File: src/rtl/mips_multicycle_ctrl.sv
// Multi-cycle MIPS control FSM: FETCH/DECODE/EXEC/MEM/WB/JUMP/PERF with a memory ready handshake.
// Optional feature macro: CTRL_PERF_EN builds the perf opcode, the PERF state and its latency counter.
module mips_multicycle_ctrl #(
    parameter int PERF_LAT = 4,
    parameter int OPW      = 6
) (
    input  logic           clk,
    input  logic           reset,
    input  logic [OPW-1:0] i_opcode,
    input  logic           i_mem_ready,
    output logic           o_mem_req,
    output logic           o_mem_read,
    output logic           o_mem_write,
    output logic           o_ir_write,
    output logic           o_pc_write,
    output logic [1:0]     o_reg_dst,
    output logic [1:0]     o_mem_to_reg,
    output logic [1:0]     o_alu_op,
    output logic           o_jump,
    output logic           o_branch,
    output logic           o_alu_src,
    output logic           o_reg_write,
    output logic           o_sign_or_zero,
    output logic           o_illegal,
    output logic           o_retire,
    output logic [2:0]     o_state
);

    localparam logic [OPW-1:0] OP_R    = 'h00;
    localparam logic [OPW-1:0] OP_J    = 'h02;
    localparam logic [OPW-1:0] OP_JAL  = 'h03;
    localparam logic [OPW-1:0] OP_BEQ  = 'h04;
    localparam logic [OPW-1:0] OP_ADDI = 'h08;
    localparam logic [OPW-1:0] OP_SLTI = 'h0A;
    localparam logic [OPW-1:0] OP_LW   = 'h23;
    localparam logic [OPW-1:0] OP_SW   = 'h2B;
`ifdef CTRL_PERF_EN
    localparam logic [OPW-1:0] OP_PERF = 'h33;
    localparam int CW = $clog2(PERF_LAT + 1);
`endif

    typedef enum logic [2:0] {
        S_FETCH  = 3'd0,
        S_DECODE = 3'd1,
        S_EXEC   = 3'd2,
        S_MEM    = 3'd3,
        S_WB     = 3'd4,
        S_JUMP   = 3'd5,
        S_PERF   = 3'd6
    } state_t;

    state_t         r_state;
    state_t         w_next;
    logic [OPW-1:0] r_op;
`ifdef CTRL_PERF_EN
    logic [CW-1:0]  r_cnt;
`endif

    logic       w_mem_req, w_mem_read, w_mem_write, w_ir_write, w_pc_write;
    logic [1:0] w_reg_dst, w_mem_to_reg, w_alu_op;
    logic       w_jump, w_branch, w_alu_src, w_reg_write, w_sign_or_zero;
    logic       w_illegal, w_retire;

    always_ff @(posedge clk) begin
        if (reset) begin
            r_state <= S_FETCH;
            r_op    <= '0;
        end else begin
            r_state <= w_next;
            if (r_state == S_DECODE)
                r_op <= i_opcode;
        end
    end

`ifdef CTRL_PERF_EN
    // Counter is loaded while leaving DECODE so PERF lasts exactly PERF_LAT cycles.
    always_ff @(posedge clk) begin
        if (reset)
            r_cnt <= '0;
        else if (r_state == S_DECODE && w_next == S_PERF)
            r_cnt <= CW'(PERF_LAT - 1);
        else if (r_state == S_PERF && r_cnt != '0)
            r_cnt <= r_cnt - CW'(1);
    end
`endif

    always_comb begin
        w_next         = r_state;
        w_mem_req      = 1'b0;
        w_mem_read     = 1'b0;
        w_mem_write    = 1'b0;
        w_ir_write     = 1'b0;
        w_pc_write     = 1'b0;
        w_reg_dst      = 2'b00;
        w_mem_to_reg   = 2'b00;
        w_alu_op       = 2'b00;
        w_jump         = 1'b0;
        w_branch       = 1'b0;
        w_alu_src      = 1'b0;
        w_reg_write    = 1'b0;
        w_sign_or_zero = 1'b1;
        w_illegal      = 1'b0;
        w_retire       = 1'b0;
        case (r_state)
            S_FETCH: begin
                w_mem_req  = 1'b1;
                w_mem_read = 1'b1;
                if (i_mem_ready) begin
                    w_ir_write = 1'b1;
                    w_pc_write = 1'b1;
                    w_next     = S_DECODE;
                end
            end
            S_DECODE: begin
                case (i_opcode)
                    OP_R, OP_SLTI, OP_ADDI, OP_LW, OP_SW, OP_BEQ: w_next = S_EXEC;
                    OP_J, OP_JAL:                                 w_next = S_JUMP;
`ifdef CTRL_PERF_EN
                    OP_PERF:                                      w_next = S_PERF;
`endif
                    default: begin
                        w_illegal = 1'b1;
                        w_next    = S_FETCH;
                    end
                endcase
            end
            S_EXEC: begin
                case (r_op)
                    OP_R: w_next = S_WB;
                    OP_SLTI: begin
                        w_alu_op       = 2'b10;
                        w_alu_src      = 1'b1;
                        w_sign_or_zero = 1'b0;
                        w_next         = S_WB;
                    end
                    OP_ADDI: begin
                        w_alu_op  = 2'b11;
                        w_alu_src = 1'b1;
                        w_next    = S_WB;
                    end
                    OP_LW, OP_SW: begin
                        w_alu_op  = 2'b11;
                        w_alu_src = 1'b1;
                        w_next    = S_MEM;
                    end
                    OP_BEQ: begin
                        w_branch = 1'b1;
                        w_alu_op = 2'b01;
                        w_retire = 1'b1;
                        w_next   = S_FETCH;
                    end
                    default: w_next = S_FETCH;
                endcase
            end
            S_MEM: begin
                w_mem_req   = 1'b1;
                w_mem_read  = (r_op == OP_LW);
                w_mem_write = (r_op == OP_SW);
                if (i_mem_ready) begin
                    if (r_op == OP_LW) begin
                        w_next = S_WB;
                    end else begin
                        w_retire = 1'b1;
                        w_next   = S_FETCH;
                    end
                end
            end
            S_WB: begin
                w_reg_write  = 1'b1;
                w_reg_dst    = (r_op == OP_R)  ? 2'b01 : 2'b00;
                w_mem_to_reg = (r_op == OP_LW) ? 2'b01 : 2'b00;
                w_retire     = 1'b1;
                w_next       = S_FETCH;
            end
            S_JUMP: begin
                w_jump     = 1'b1;
                w_pc_write = 1'b1;
                w_retire   = 1'b1;
                if (r_op == OP_JAL) begin
                    w_reg_write  = 1'b1;
                    w_reg_dst    = 2'b10;
                    w_mem_to_reg = 2'b10;
                end
                w_next = S_FETCH;
            end
`ifdef CTRL_PERF_EN
            S_PERF: begin
                w_alu_op  = 2'b11;
                w_alu_src = 1'b1;
                if (r_cnt == '0)
                    w_next = S_WB;
            end
`endif
            default: w_next = S_FETCH;
        endcase
    end

    // Reset overrides every output combinationally so an aborted instruction never retires.
    assign o_mem_req      = !reset && w_mem_req;
    assign o_mem_read     = !reset && w_mem_read;
    assign o_mem_write    = !reset && w_mem_write;
    assign o_ir_write     = !reset && w_ir_write;
    assign o_pc_write     = !reset && w_pc_write;
    assign o_reg_dst      = reset ? 2'b00 : w_reg_dst;
    assign o_mem_to_reg   = reset ? 2'b00 : w_mem_to_reg;
    assign o_alu_op       = reset ? 2'b00 : w_alu_op;
    assign o_jump         = !reset && w_jump;
    assign o_branch       = !reset && w_branch;
    assign o_alu_src      = !reset && w_alu_src;
    assign o_reg_write    = !reset && w_reg_write;
    assign o_sign_or_zero = reset || w_sign_or_zero;
    assign o_illegal      = !reset && w_illegal;
    assign o_retire       = !reset && w_retire;
    assign o_state        = reset ? 3'd0 : r_state;

endmodule

File: config.mk
export PLATFORM = sky130hd
export DESIGN_NAME = mips_multicycle_ctrl
export DESIGN_NICKNAME = d
export VERILOG_FILES = /design/src/rtl/mips_multicycle_ctrl.sv
export SDC_FILE = /design/constraint.sdc
export NUM_CORES = 1
export LEC_CHECK = 0
export ABC_AREA = 1
export CORE_MARGIN = 2
export CORE_UTILIZATION = 45
export DETAILED_ROUTE_END_ITERATION = 8
export PLACE_DENSITY = 0.83
export SYNTH_ARGS = -nofsm -noshare
export SYNTH_HDL_FRONTEND = slang
export SYNTH_SLANG_ARGS = --single-unit
File: constraint.sdc
create_clock -name clk -period 1.8 [get_ports clk]
set_clock_uncertainty 0.05 [all_clocks]
set_input_delay 0.18 -clock clk [delete_from_list [all_inputs] [get_ports clk]]
set_output_delay 0.18 -clock clk [all_outputs]
set_load 0.1 [all_outputs]
==> run metrics, run 1 <==
count of state elements after synthesis=9; total of hold buffers inserted after clock tree synthesis=0; die width=44.4 um; ports placed on the boundary=30; number of warnings printed during yosys synthesis=0; vertical die dimension=approximately 44 um; area share of the largest cell type after synthesis=0.245; number of cells produced by synthesis=approximately 130; leading post-synthesis cells by cell area=sky130_fd_sc_hd__dfxtp_1, sky130_fd_sc_hd__nand2_1, sky130_fd_sc_hd__nor2_1; pin count of the biggest net entering global routing=11; Sinks on Clock Net=9; total number of H-tree levels=1; end pin of the worst setup path after global-route repair=o_alu_op[0]; Inserted Clock Buffers=3; post-synthesis sequential area ratio=0.245; root buf cell=sky130_fd_sc_hd__clkbuf_4; cell type with the largest total area after synthesis=sky130_fd_sc_hd__dfxtp_1; error msg=[ERROR GRT-0232] Routing congestion too high. Check the congestion heatmap in the GUI.; cell area after technology mapping=about 740 um2; cells resized by post-CTS repair=9; count of standard-cell rows=14; Distinct cells, synth=21; status=aborted with a tool error; Worst End Pin Type=output port; combined global-route utilization of all metal layers=0.644; count of buffers added by post-CTS timing repair for setup=0; Mapped Nets=138; DP HPWL=between 2000 and 2500 um; global-route congestion overflow total=14; stage at which the flow ended=5_1_grt; effective utilization at floorplan=0.483; GPL Wtd Cong=between 0.8 and 0.9; Longest Clk Path Bufs=2; count of input and output buffers=29; post-synthesis average cell area=5.70 um2
==> per-stage QoR <==
step | cell area [um2] | setup WS, ns | std cells | TNS (ns)
2_1_floorplan | 853 | -0.378 | 129 | -0.726
3_3_place_gp | 1380 | 0.0866 | 176 | 0
3_5_place_dp | 1380 | -0.00750 | 176 | -0.00750
4_1_cts | 1430 | -0.0153 | 180 | -0.0397
==> per-layer routing <==
layer  GRT usage  GRT overflow
met5           0             0
met4       0.648             4
met3       0.486             0
met2       0.868            10
met1       0.604             0
==> synthesized netlist by cell type, drive strengths merged <==
cell type and instances:
nand2 33, nor2 27, inv 23, o21ai 11
a21oi 9, dfxtp 9, nand3 7, nand4 3
nor3 2, buf 1, clkbuf 1, nand3b 1
nor4 1, or2 1
==> cell families after synthesis <==
group                  synth area share
and+or+nand+nor                   0.478
buffers and inverters             0.136
AOI/OAI and AO/OA                 0.141
DFF                               0.245
==> run 2, diff against run 1 <==
--- a/config.mk
+++ b/config.mk
@@ -6,10 +6,10 @@
 export NUM_CORES = 1
 export LEC_CHECK = 0
 export ABC_AREA = 1
-export CORE_MARGIN = 2
-export CORE_UTILIZATION = 45
+export CORE_AREA = 2 2 63 65
 export DETAILED_ROUTE_END_ITERATION = 8
-export PLACE_DENSITY = 0.83
+export DIE_AREA = 0 0 65 67
+export PLACE_DENSITY_LB_ADDON = 0.15
 export SYNTH_ARGS = -nofsm -noshare
 export SYNTH_HDL_FRONTEND = slang
 export SYNTH_SLANG_ARGS = --single-unit
==> run 2 against run 1 <==
Net effect:
- the flow now finishes without violations
- synthesized cell count stayed put
- synthesized area did not move
==> run metrics, run 2 <==
status=complete, no violations; maximum resistive drop on vdd=~0.00031 V; maximum clock frequency=~580 MHz; commonest cells after routing, fill and taps aside=sky130_fd_sc_hd__nand2_1, sky130_fd_sc_hd__buf_12, sky130_fd_sc_hd__inv_1, sky130_fd_sc_hd__nor2_1, sky130_fd_sc_hd__a21oi_1; number of global-route vias before repair=around 850; max-cap check violation count=0; critical path arrival=between 1 and 1.5 ns; total wire length=about 2200 um; synth-to-layout area growth=104%; slew at the pin with the worst max-slew slack=between 0.3 and 0.4 ns; area share of the largest cell type after synthesis=0.245 (unchanged); Setup Viol. Count Final=0; GR Util met1=0.126; most instantiated library cell after synthesis=sky130_fd_sc_hd__nand2_1; launch point of the worst hold path=reset; R2R cell count=8; count of input and output buffers=29 (unchanged); Sinks on Clock Net=9 (unchanged); GR met2 Demand/Resource=0.186; Final Cell Area=around 1500 um2; clock latency reported for the late side of the worst-skew pair=approximately 0.23 ns; area of the core region=around 3600 um2; path category of the worst min-delay check=primary input to register; busiest layer in global routing=met2; post-synthesis sequential area ratio=0.245 (unchanged); post-synthesis average cell area=5.70 um2 (unchanged); Longest Clk Path Bufs=2 (unchanged); total area of multi-input combinational cells=about 580 um2; vias per inst=around 4.2; Distinct cells, synth=21 (unchanged); DP HPWL=1910 um (-9.3%); area of all sequential standard cells=between 150 and 200 um2; leading post-synthesis cells by cell area=sky130_fd_sc_hd__dfxtp_1, sky130_fd_sc_hd__nand2_1, sky130_fd_sc_hd__nor2_1; total number of H-tree levels=1 (unchanged); setup repair after global routing missed its margin=true; remaining routing DRC violations=0; ports placed on the boundary=30 (unchanged); antenna violations before repair=0; Hold Fails Final Rpt=0; largest fanout on the critical path=3; count of vias placed by the detailed router=between 800 and 900; end of the worst register-to-register path=r_state[2]; count of standard-cell rows=22 (+8); root buf cell=sky130_fd_sc_hd__clkbuf_8; standard cell area after detailed placement=1430 um2 (+3.4%); die width=65 um (+46%); vertical die dimension=67 um (+51%); number of flip-flops in the largest register=6; Req. time, crit path=1.57 ns; Mapped Nets=138 (unchanged); global-route wire length before repair=3580 um; remaining max-slew budget at the tightest pin=0.797; first-pass iteration count of the detailed router=4; Final Net Count=approximately 180; die outline area=around 4400 um2; global-route congestion overflow total=0; fraction of synthesis flops using an asynchronous set or reset pin=0 (unchanged); layout cell share with drive strength beyond 1=0.400; Fillers=between 300 and 400; Final Cycle Share=0.953; Inserted Clock Buffers=3 (unchanged); cell type with the largest total area after synthesis=sky130_fd_sc_hd__dfxtp_1; power density relative to cell area=approximately 500 nW/um2; post-detailed-route count of antenna-violating nets=0; number of flops mapped to enable cells by yosys=0 (unchanged); effective utilization at floorplan=0.204 (-0.279); Most flops, register=r_op; largest registers=r_op (6), r_state (3); minimum hold slack=~0.41 ns; per-cell routed wire length=approximately 10 um; endpoint of the worst hold-timing path=r_state[0]; count of buffers added by post-CTS timing repair for setup=0 (unchanged); count of state elements after synthesis=9 (unchanged); Global Route met3 Usage=0.0135; clock-pin slew of the registers on the worst-case setup and hold paths=0.04 ns; cell count of the worst hold path=4; number of cells produced by synthesis=129 (unchanged); most instantiated cells after synthesis=sky130_fd_sc_hd__nand2_1, sky130_fd_sc_hd__nor2_1, sky130_fd_sc_hd__inv_1; diodes inserted=0; category of the critical setup timing path=register to primary output; number of warnings printed during yosys synthesis=0 (unchanged); dominant register cell in the synthesized netlist=sky130_fd_sc_hd__dfxtp_1; GPL Wtd Cong=0.802 (-3.8%); clock tree from TritonCTS=yes; startpoint type of the worst setup path=register; detailed router's first-iteration violation count=11; leakage dissipation=0.667 nW; Final min period=about 1.7 ns; max-slew violation count=0; pin count of the biggest net entering global routing=11; R2R setup slack=about 0.50 ns; Reg-to-Reg Start=r_op[2]; combined global-route utilization of all metal layers=0.106; category of the worst setup path capture point=primary output; cell area after technology mapping=736 um2 (unchanged); most common cell after layout, fill and taps aside=sky130_fd_sc_hd__nand2_1
run 2: cell counts after synthesis:
No cell type changed its count.
run 2: repair_timing:
action	in CTS	in global routing
setup endpoints to repair	0	14
hold buffers	0	0
resized for setup	0	13
run 2: per-layer routing:
metal	up-vias	wire, um
met2	22	1120
met3	2	116
li1	474	-
met5	-	0
met1	395	918
met4	0	17
run 2: worst max-delay path, stage by stage, from the launching register on:
cell                      delay (ns)
sky130_fd_sc_hd__dfxtp_1        0.32
sky130_fd_sc_hd__nor2_2         0.15
sky130_fd_sc_hd__buf_4          0.14
sky130_fd_sc_hd__nand3_1        0.09
sky130_fd_sc_hd__or2_4          0.29
sky130_fd_sc_hd__nand2_2        0.09
sky130_fd_sc_hd__buf_12         0.17
run 2: cell type report:
class | count | area share
flip-flops and latches | 9 | 0.124
clock buffers | 4 | 0.0300
inverters | 23 | 0.0607
well taps | 48 | 0.0399
repair buffers | 34 | 0.359
multi-input cells | 95 | 0.386
run 2: how the worst max path moves through the flow:
stage | from | end | cells past startpoint
floorplan | r_state[2] | o_reg_dst[0] | 4
global placement | reset | o_retire | 7
detailed placement | reset | o_retire | 7
CTS | r_op[2] | o_mem_read | 7
global route | r_state[1] | o_alu_op[0] | 7
finish | r_op[5] | o_alu_op[1] | 6
run 2: cell families (layout without fill, tap and decap cells):
logic type / after synthesis / in the layout / share of synthesized area
AND/OR/NAND/NOR: 75 / 75 / 0.478
flip-flops: 9 / 9 / 0.245
buffers and inverters: 25 / 61 / 0.136
AO/OA/AOI/OAI: 20 / 20 / 0.141
run 2: where the power goes:
| part | internal [mW] | total [mW] | switching [mW] | leakage [nW] |
|---|---|---|---|---|
| logic | 0.105 | 0.299 | 0.194 | 0.569 |
| clock network | 0.154 | 0.228 | 0.0740 | 0.0228 |
| registers | 0.216 | 0.232 | 0.0164 | 0.0755 |
| total | 0.474 | 0.759 | 0.285 | 0.667 |
run 2: stage by stage:
| stage | utilization | cells | setup WS (ns) | total power, mW | TNS (ns) |
|---|---|---|---|---|---|
| 5_1_grt | 0.417 | 213 | -0.0151 | 0.808 | -0.0386 |
| 6_report | 0.417 | 213 | 0.0849 | 0.759 | 0 |
| 3_3_place_gp | 0.396 | 209 | 0.0677 | 0.523 | 0 |
| 2_1_floorplan | - | 129 | -0.378 | 0.419 | -0.726 |
| 3_5_place_dp | 0.396 | 209 | 0.0387 | 0.526 | 0 |
| 4_1_cts | 0.408 | 213 | 0.00307 | 0.758 | 0 |
Power figures use the tool's default switching activity.
